==> src/rtl/tetris_pkg.sv <==
// tetris_pkg: board geometry, line-clear FSM encoding and the bounds helper shared with the game logic.
package tetris_pkg;
   localparam int BOARD_COLS = 10;
   localparam int BOARD_ROWS = 20;
   localparam int X_W = 4;
   localparam int Y_W = 5;
   localparam int LINES_W = 5;
   typedef enum logic [1:0] {C_IDLE, C_SCAN, C_SHIFT, C_DONE} clear_state_e;
   function automatic logic in_bounds(input logic [X_W-1:0] x, input logic [Y_W-1:0] y);
      return (x < X_W'(BOARD_COLS)) && (y < Y_W'(BOARD_ROWS));
   endfunction
endpackage

==> src/rtl/board_clear_fsm.sv <==
// board_clear_fsm: bottom-up scan for full rows; each hit is shifted out and the same row re-checked.
module board_clear_fsm
   import tetris_pkg::*;
(
   input  logic                  clk_i,
   input  logic                  rst_ni,
   input  logic                  start_i,
   input  logic [BOARD_ROWS-1:0] row_full_i,
   output logic                  idle_o,
   output logic                  busy_o,
   output logic                  done_o,
   output logic                  shift_en_o,
   output logic [Y_W-1:0]        shift_row_o,
   output logic [LINES_W-1:0]    lines_o
);
   clear_state_e         state_q, state_d;
   logic [Y_W-1:0]       r_q, r_d;
   logic [LINES_W-1:0]   lines_q, lines_d;
   always_ff @(posedge clk_i or negedge rst_ni) begin
      if (!rst_ni) begin
         state_q <= C_IDLE;
         r_q     <= '0;
         lines_q <= '0;
      end else begin
         state_q <= state_d;
         r_q     <= r_d;
         lines_q <= lines_d;
      end
   end
   always_comb begin
      state_d = state_q;
      r_d     = r_q;
      lines_d = lines_q;
      case (state_q)
         C_IDLE: if (start_i) begin
            state_d = C_SCAN;
            r_d     = Y_W'(BOARD_ROWS - 1);
            lines_d = '0;
         end
         C_SCAN: begin
            if (row_full_i[r_q]) state_d = C_SHIFT;
            else if (r_q == '0) state_d = C_DONE;
            else r_d = r_q - 1'b1;
         end
         C_SHIFT: begin
            state_d = C_SCAN;
            lines_d = lines_q + 1'b1;
         end
         default: state_d = C_IDLE;
      endcase
   end
   assign idle_o      = state_q == C_IDLE;
   assign busy_o      = (state_q == C_SCAN) || (state_q == C_SHIFT);
   assign done_o      = state_q == C_DONE;
   assign shift_en_o  = state_q == C_SHIFT;
   assign shift_row_o = r_q;
   assign lines_o     = lines_q;
endmodule

==> src/rtl/board_mem.sv <==
// board_mem: flop-based 10x20 occupancy grid with collision/display read ports, lock writes and line clear.
module board_mem
   import tetris_pkg::*;
(
   input  logic               CLOCK_50,
   input  logic               resetn,
   input  logic [X_W-1:0]     board_rx,
   input  logic [Y_W-1:0]     board_ry,
   output logic               board_rdata,
   input  logic               board_we,
   input  logic [X_W-1:0]     board_wx,
   input  logic [Y_W-1:0]     board_wy,
   input  logic               board_wdata,
   input  logic               clear_start,
   output logic               clear_busy,
   output logic               clear_done,
   output logic [LINES_W-1:0] lines_cleared,
   input  logic [X_W-1:0]     disp_rx,
   input  logic [Y_W-1:0]     disp_ry,
   output logic               disp_rdata
);
   logic [BOARD_ROWS-1:0][BOARD_COLS-1:0] grid_q, grid_d;
   logic [BOARD_ROWS-1:0]                 row_full;
   logic                                  idle, shift_en, we_ok;
   logic [Y_W-1:0]                        shift_row;
   logic                                  board_rdata_q, disp_rdata_q;
   for (genvar g = 0; g < BOARD_ROWS; g++) begin : g_full
      assign row_full[g] = &grid_q[g];
   end
   board_clear_fsm u_fsm (
      .clk_i       (CLOCK_50),
      .rst_ni      (resetn),
      .start_i     (clear_start),
      .row_full_i  (row_full),
      .idle_o      (idle),
      .busy_o      (clear_busy),
      .done_o      (clear_done),
      .shift_en_o  (shift_en),
      .shift_row_o (shift_row),
      .lines_o     (lines_cleared)
   );
   assign we_ok = board_we && idle && in_bounds(board_wx, board_wy);
   // Shift pulls every row at or above shift_row down by one; the top row refills empty.
   always_comb begin
      grid_d = grid_q;
      if (shift_en) begin
         grid_d[0] = '0;
         for (int k = 1; k < BOARD_ROWS; k++)
            if (Y_W'(k) <= shift_row) grid_d[k] = grid_q[k-1];
      end else if (we_ok) grid_d[board_wy][board_wx] = board_wdata;
   end
   always_ff @(posedge CLOCK_50 or negedge resetn) begin
      if (!resetn) begin
         grid_q        <= '0;
         board_rdata_q <= 1'b0;
         disp_rdata_q  <= 1'b0;
      end else begin
         grid_q        <= grid_d;
         board_rdata_q <= in_bounds(board_rx, board_ry) ? grid_q[board_ry][board_rx] : 1'b1;
         disp_rdata_q  <= in_bounds(disp_rx, disp_ry) ? grid_q[disp_ry][disp_rx] : 1'b1;
      end
   end
   assign board_rdata = board_rdata_q;
   assign disp_rdata  = disp_rdata_q;
endmodule

==> config.mk <==
export PLATFORM = sky130hd
export DESIGN_NAME = board_mem
export DESIGN_NICKNAME = d
export VERILOG_FILES = /design/src/rtl/tetris_pkg.sv /design/src/rtl/board_clear_fsm.sv /design/src/rtl/board_mem.sv
export SDC_FILE = /design/constraint.sdc
export NUM_CORES = 1
export LEC_CHECK = 0
export CORE_AREA = 2 2 219 221
export CTS_BUF_LIST = sky130_fd_sc_hd__clkbuf_4 sky130_fd_sc_hd__clkbuf_8
export CTS_CLUSTER_DIAMETER = 60
export DETAILED_ROUTE_END_ITERATION = 8
export DIE_AREA = 0 0 221 223
export GPL_TIMING_DRIVEN = 0
export PLACE_DENSITY = 0.55
export SLEW_MARGIN = 25
export SYNTH_ARGS = -nofsm -noshare
export SYNTH_HDL_FRONTEND = slang
export SYNTH_SLANG_ARGS = --single-unit
==> constraint.sdc <==
create_clock -name CLOCK_50 -period 3.49 [get_ports CLOCK_50]
set_clock_uncertainty 0.15 [all_clocks]
set_input_delay 1.047 -clock CLOCK_50 [delete_from_list [all_inputs] [get_ports CLOCK_50]]
set_output_delay 1.047 -clock CLOCK_50 [all_outputs]
set_load 0.05 [all_outputs]
Yosys cells after proc, flatten, opt, wreduce, memory -nomap -nowiden
Cells that the tools add are included.
- add/sub/neg operators: 2
- order comparisons: 34
- equal/unequal tests: 26
- muxes and demuxes: 48
- reductions and logical operators: 55
- operator list (cell ; count):
    2-to-1 mux 200 bit ; 2
    2-to-1 mux 10 bit ; 22
    bitwise mux 200 bit ; 1
    AND reduction 10 bit ; 20
    binary-select mux 10 bit (select 5 bit) ; 2
    demux 10 bit (select 5 bit) ; 1
    AND reduction 2 bit ; 21
    less-or-equal comparator 4 x 5 -> 1 bit, first input constant ; 8
    != test 2 x 1 -> 1 bit, second input constant ; 19
    less-than comparator 5 x 6 -> 1 bit, second input constant ; 4
    less-or-equal comparator 3 x 5 -> 1 bit, first input constant ; 4
    less-or-equal comparator 5 bit, first input constant ; 4
    2-to-1 mux 5 bit ; 4
    case mux 5 bit (2 select lines) ; 2
    less-than comparator 4 x 5 -> 1 bit, second input constant ; 3
    less-than comparator 5 bit, second input constant ; 3
    less-than comparator 4 bit, second input constant ; 3
    less-or-equal comparator 2 x 5 -> 1 bit, first input constant ; 2
    binary-select mux 1 bit (select 4 bit) ; 2
    logical AND 1 bit ; 7
    2-to-1 mux 1 bit ; 6
    2-to-1 mux 2 bit ; 3
    != test 2 bit, second input constant ; 3
    case mux 2 bit (3 select lines) ; 1
    other kinds (15) ; 18
- register bits after elaboration: 214
- input bits: 32
- output and inout port bits: 9
- logic and storage cells: 190

Longest topological paths before layout
- word-level depth: 9
- mapped depth: 11
- mapped depth without buffers: 9

Hierarchy
From an unflattened synthesis, not the netlist that was laid out.
- cell total of the unflattened synthesis: 1954
- area, all modules: 16502.1 um2
- by module, submodules not included (module ; times used ; cells each ; area each (um2) ; sequential area each (um2)):
    board_mem ; 1 ; 1848 ; 15491.1 ; 5054.8
    board_clear_fsm ; 1 ; 106 ; 1011.0 ; 300.3

Worst setup path before layout
OpenSTA, ideal clock, no wires.
- kind: input-to-reg
- from: input board_ry[0]
- to: register board_rdata_q, in the netlist board_rdata
- library setup time: 0.128 ns
- arrival: 2.879 ns
- data required time: 3.212 ns
- path slack: 0.334 ns
- stages on the path: 9
- buffers on the path: 2
- cell sequence: buf_2 -> buf_2 -> mux4_2 -> mux4_2 -> nor2_1 -> nand2_1 -> o21ai_0 -> a32o_1 -> o41ai_1
- cells in the longest elaborated chain, start to end: 5
- elaborated cells between the ends (all ways): 7
- those cells by class: order compare: 1; mux: 5; reduce/logical: 1
- RTL lines (what ; line ; RTL):
    start, declared ; board_mem.sv:8 ; input logic [Y_W-1:0] board_ry,
    binary-select mux 10 bit (select 5 bit) ; board_mem.sv:59 ; board_rdata_q <= in_bounds(board_rx, board_ry) ? grid_q[board_ry][board_rx] : 1'b1;
    2-to-1 mux 10 bit (not written as such) ; board_mem.sv:59 ;
    binary-select mux 1 bit (select 4 bit) ; board_mem.sv:59 ;
    2-to-1 mux 1 bit (not written as such) ; board_mem.sv:59 ;
    2-to-1 mux 1 bit * ; board_mem.sv:59 ;
    end signal, assigned ; board_mem.sv:59 ;
    end, declared ; board_mem.sv:26 ; logic board_rdata_q, disp_rdata_q;
Every way passes the cells marked *; elsewhere a longest branch is shown, timed or not. The select of a mux whose other input is x is not followed.
A chain may end at the register's enable or synchronous reset.

Worst setup path after layout
- from: input board_rx[0]
- to: register board_rdata_q, in the netlist board_rdata
- cells in the longest elaborated chain, start to end: 3
- elaborated cells between the ends (all ways): 5
- those cells by class: order compare: 1; mux: 3; reduce/logical: 1
- RTL lines (what ; line ; RTL):
    start, declared ; board_mem.sv:7 ; input logic [X_W-1:0] board_rx,
    binary-select mux 1 bit (select 4 bit) / less-than comparator 4 bit (equally long branches) ; board_mem.sv:59, tetris_pkg.sv:10 ;
    2-to-1 mux 1 bit (not written as such) / logical AND 1 bit (equally long branches) ; board_mem.sv:59, tetris_pkg.sv:10 ;
    2-to-1 mux 1 bit * ; board_mem.sv:59 ;
Marked as above.

==> impl_metrics.csv <==
group,metric,value,unit
timing,tightest_slew,1.18,ns
route,dr_wl_met3,14.9,mm
timing,setup_ws,-0.0581,ns
critical_path,reg2reg_from,"u_fsm.shift_row_o[1]$_DFFE_PN0P_",
yosys,synth_area_per_cell,8.50,um^2
yosys,ys_seq_area_share,33.1,%
die,core,47100,um^2
grt,grt_max_degree,72,
yosys,ys_types,70,
yosys,yosys_warnings,0,
placement,globalplace.congestion,1.08,
cells_and_area,drive_above_1_share,16.1,%
yosys,synth_nets,1947,
critical_path,cp-start-kind,"input port",
timing,period_share,102,%
clock_network,clock_sinks,214,
route,drtIter0Drc,3666,
route,wl_per_cell,36.8,um
grt,gr-usage-all-layers,38.7,%
cells_and_area,num-nets-final,2033,
placement,postPlaceCellArea,17400,um^2
timing,min_period,3.55,ns
route,routed_via_density,7.12,
clock_network,h-tree-depth,2,
clock_network,numCtsBuffers,47,
route,drt-met1-wl,36.1,mm
grt,grt_overflow,0,
clock_network,postCtsHoldBufs,0,
die,io_pins,41,
critical_path,path_class,"in -> reg",
yosys,synth_commonest_cells,"273 x a21oi_1, 267 x nor2_1, 214 x dfrtp_1",
yosys,yosysMostFrequentCell,"a21oi_1",
route,firstDrtPassIters,8,
clock_network,cts_root_buf,"clkbuf_8",
route,dr_wl_met2,38.6,mm
grt,antenna_found_initial,9,
yosys,ys.flop_type,"dfrtp_1",
critical_path,endpoint_kind,"flop",
route,vias,18800,
timing,setup_tns,-0.0775,ns
clock_network,cts-root-to-sink-buffers,3,
die,initial_utilization,34.3,%
yosys,synth_top_cell_area_share,33.1,%
grt,grt_pass1_vias,17700,
run,maxCapViolCount,0,
route,detail_route.drc_violations,0,
pwr,total_power,10.6,mW
run_status,violations,"setup timing",
die,num_rows,80,
critical_path,timing.rr.end,"grid_q[124]$_DFFE_PN0P_",
critical_path,worstPathRequired,3.86,ns
clock_network,cts_tree,"built",
timing,max_freq,0.282,GHz
timing,grt_setup_unrepaired,"no",
clock_network,clock_latency,0.66,ns
critical_path,arrival,3.92,ns
yosys,synth_edf_count,0,
cells_and_area,final_area,18700,um^2
pwr,power_density,568,nW/um^2
cells_and_area,fillers,4745,
clock_network,clkTransAtPathRegs,0.06,ns
yosys,synth_seq_cells,214,
yosys,synthCells,1905,
yosys,synth_top_area_cell,"dfrtp_1",
pwr,power.leakage,6.67,nW
critical_path,ff2ff_setup_slack,0.05,ns
cells_and_area,final_core_util,39.6,%
timing,drv_slew,0,
route,final_antenna_net_count,0,
die,dieArea,49300,um^2
timing,setup_violations,3,
worst_hold_path,worstHoldPathType,"in -> async",
route,drt-total-wl,97.4,mm
yosys,async_flop_share,100,%
grt,grt_pass1_wl,136,mm
timing,slew_headroom,21.2,%
pwr,peakVddDrop,0.357,mV
cells_and_area,area_growth,15.2,%
critical_path,reg2regPathDepth,11,
yosys,synth.area.top_cells,"dfrtp_1 33%, mux4_2 15%, a21oi_1 8.4%",
placement,dpl.hpwl,70.6,mm
die,die_h,223,um
run_status,status,"finished with violations",
placement,port_buffers,28,
die,die_w,221,um
yosys,netlist_area,16200,um^2
route,routed.top_layer,"met5",
timing,finalHoldViolCount,0,
critical_path,cp_max_fo,3,
per-stage QoR:
step	instances	hold WS (ns)	setup slack, ns
2_1_floorplan	1905	0.350	0.334
3_3_place_gp	2548	0.378	-8.85
3_5_place_dp	2558	0.391	-1.24
4_1_cts	2640	0.105	0.0272
5_1_grt	2640	0.140	0.00267
6_report	2646	0.114	-0.0581
layout by cell type, fill, tap and decap left out, types with 7 or more instances in the layout:
master and instances:
a21oi_1 266, dfrtp_1 213, nand3b_1 7, nor2_2 7
mux4_2 106, buf_2 26, clkdlybuf4s50_1 27, a21oi_2 8
nand3_1 37, or3_1 8, mux2i_1 24, o221ai_1 12
nor3_2 8, ha_1 10, clkbuf_8 55, nand2_1 163
clkbuf_2 30, a31oi_1 25, a221o_1 23, nand4_1 46
o21ai_0 109, buf_1 7, clkbuf_1 85, nor3_1 70
clkbuf_4 20, diode_2 7, o22ai_1 126, nand2b_1 14
buf_4 10, a21o_1 9, inv_1 12, nor2_1 262
a22oi_1 33, o31ai_1 19, nor2b_1 18
report_power, final:
part,leakage (nW),internal [mW],total (mW),switching (mW)
Combinational,3.41,1.33,4.22,2.88
Sequential,2.76,2.74,3.33,0.586
Clock,0.506,1.68,3.05,1.37
cells by family (layout without fill, tap and decap cells):
kind of cell | after synthesis | count (layout) | synth area share (%)
AOI/OAI and AO/OA | 686 | 686 | 25.5
xor gates and xnor gates | 1 | 1 | 0.0541
adders and majority gates | 10 | 10 | 0.773
buffers and inverters | 174 | 293 | 4.41
DFF | 214 | 214 | 33.1
muxes | 139 | 139 | 16.8
other | 0 | 7 | 0
and+or+nand+nor | 681 | 681 | 19.3
cell type report:
cell class                      instances  area, um^2  share of cell area, %
Antenna cell                            7        17.5                 0.0939
Multi-Input combinational cell       1517       10300                   55.4
Clock inverter                         11        98.8                  0.530
Clock buffer                           71         877                   4.70
Buffer                                161         733                   3.93
Timing Repair Buffer                   38         432                   2.31
Tap cell                              615         769                   4.12
Sequential cell                       214        5360                   28.7
Inverter                               12        45.0                  0.241
worst max-delay path, stage by stage:
cell	delay (ns)
clkdlybuf4s50_1	0.59
mux4_2	0.59
nor2b_1	0.17
a211oi_2	0.31
a2111oi_0	0.19
or4_1	0.64
a31oi_4	0.26
o41ai_1	0.10
routing by layer:
layer | track usage, % | up-vias
met3 | 17.2 | 438
met4 | 23.2 | 6
met1 | 49.2 | 9188
met2 | 53.9 | 1701
met5 | 0 | -
li1 | - | 7494
sequential cells by signal (all words and copies together), names as in the netlist:
name / count
u_fsm.state_q: 2
disp_rdata: 1
grid_q: 200
u_fsm.lines_o: 5
board_rdata: 1
u_fsm.shift_row_o: 5
worst max path at each step:
stage | to | startpoint
after CTS | grid_q[93]$_DFFE_PN0P_ | board_wy[4]
after detailed placement | grid_q[124]$_DFFE_PN0P_ | u_fsm.shift_row_o[1]$_DFFE_PN0P_
after global routing | grid_q[88]$_DFFE_PN0P_ | board_wy[3]
after global placement | grid_q[124]$_DFFE_PN0P_ | resetn
final | board_rdata$_DFF_PN0_ | board_rx[0]
after floorplan | board_rdata$_DFF_PN0_ | board_ry[0]
timing repair:
| item | CTS | global route |
|---|---|---|
| buffers inserted | 0 | 0 |
| pin swaps | 0 | 1 |
| endpoints found under the setup margin | 95 | 118 |
| resized for setup | 32 | 50 |
No activity file was read; power rests on OpenSTA's default activity.
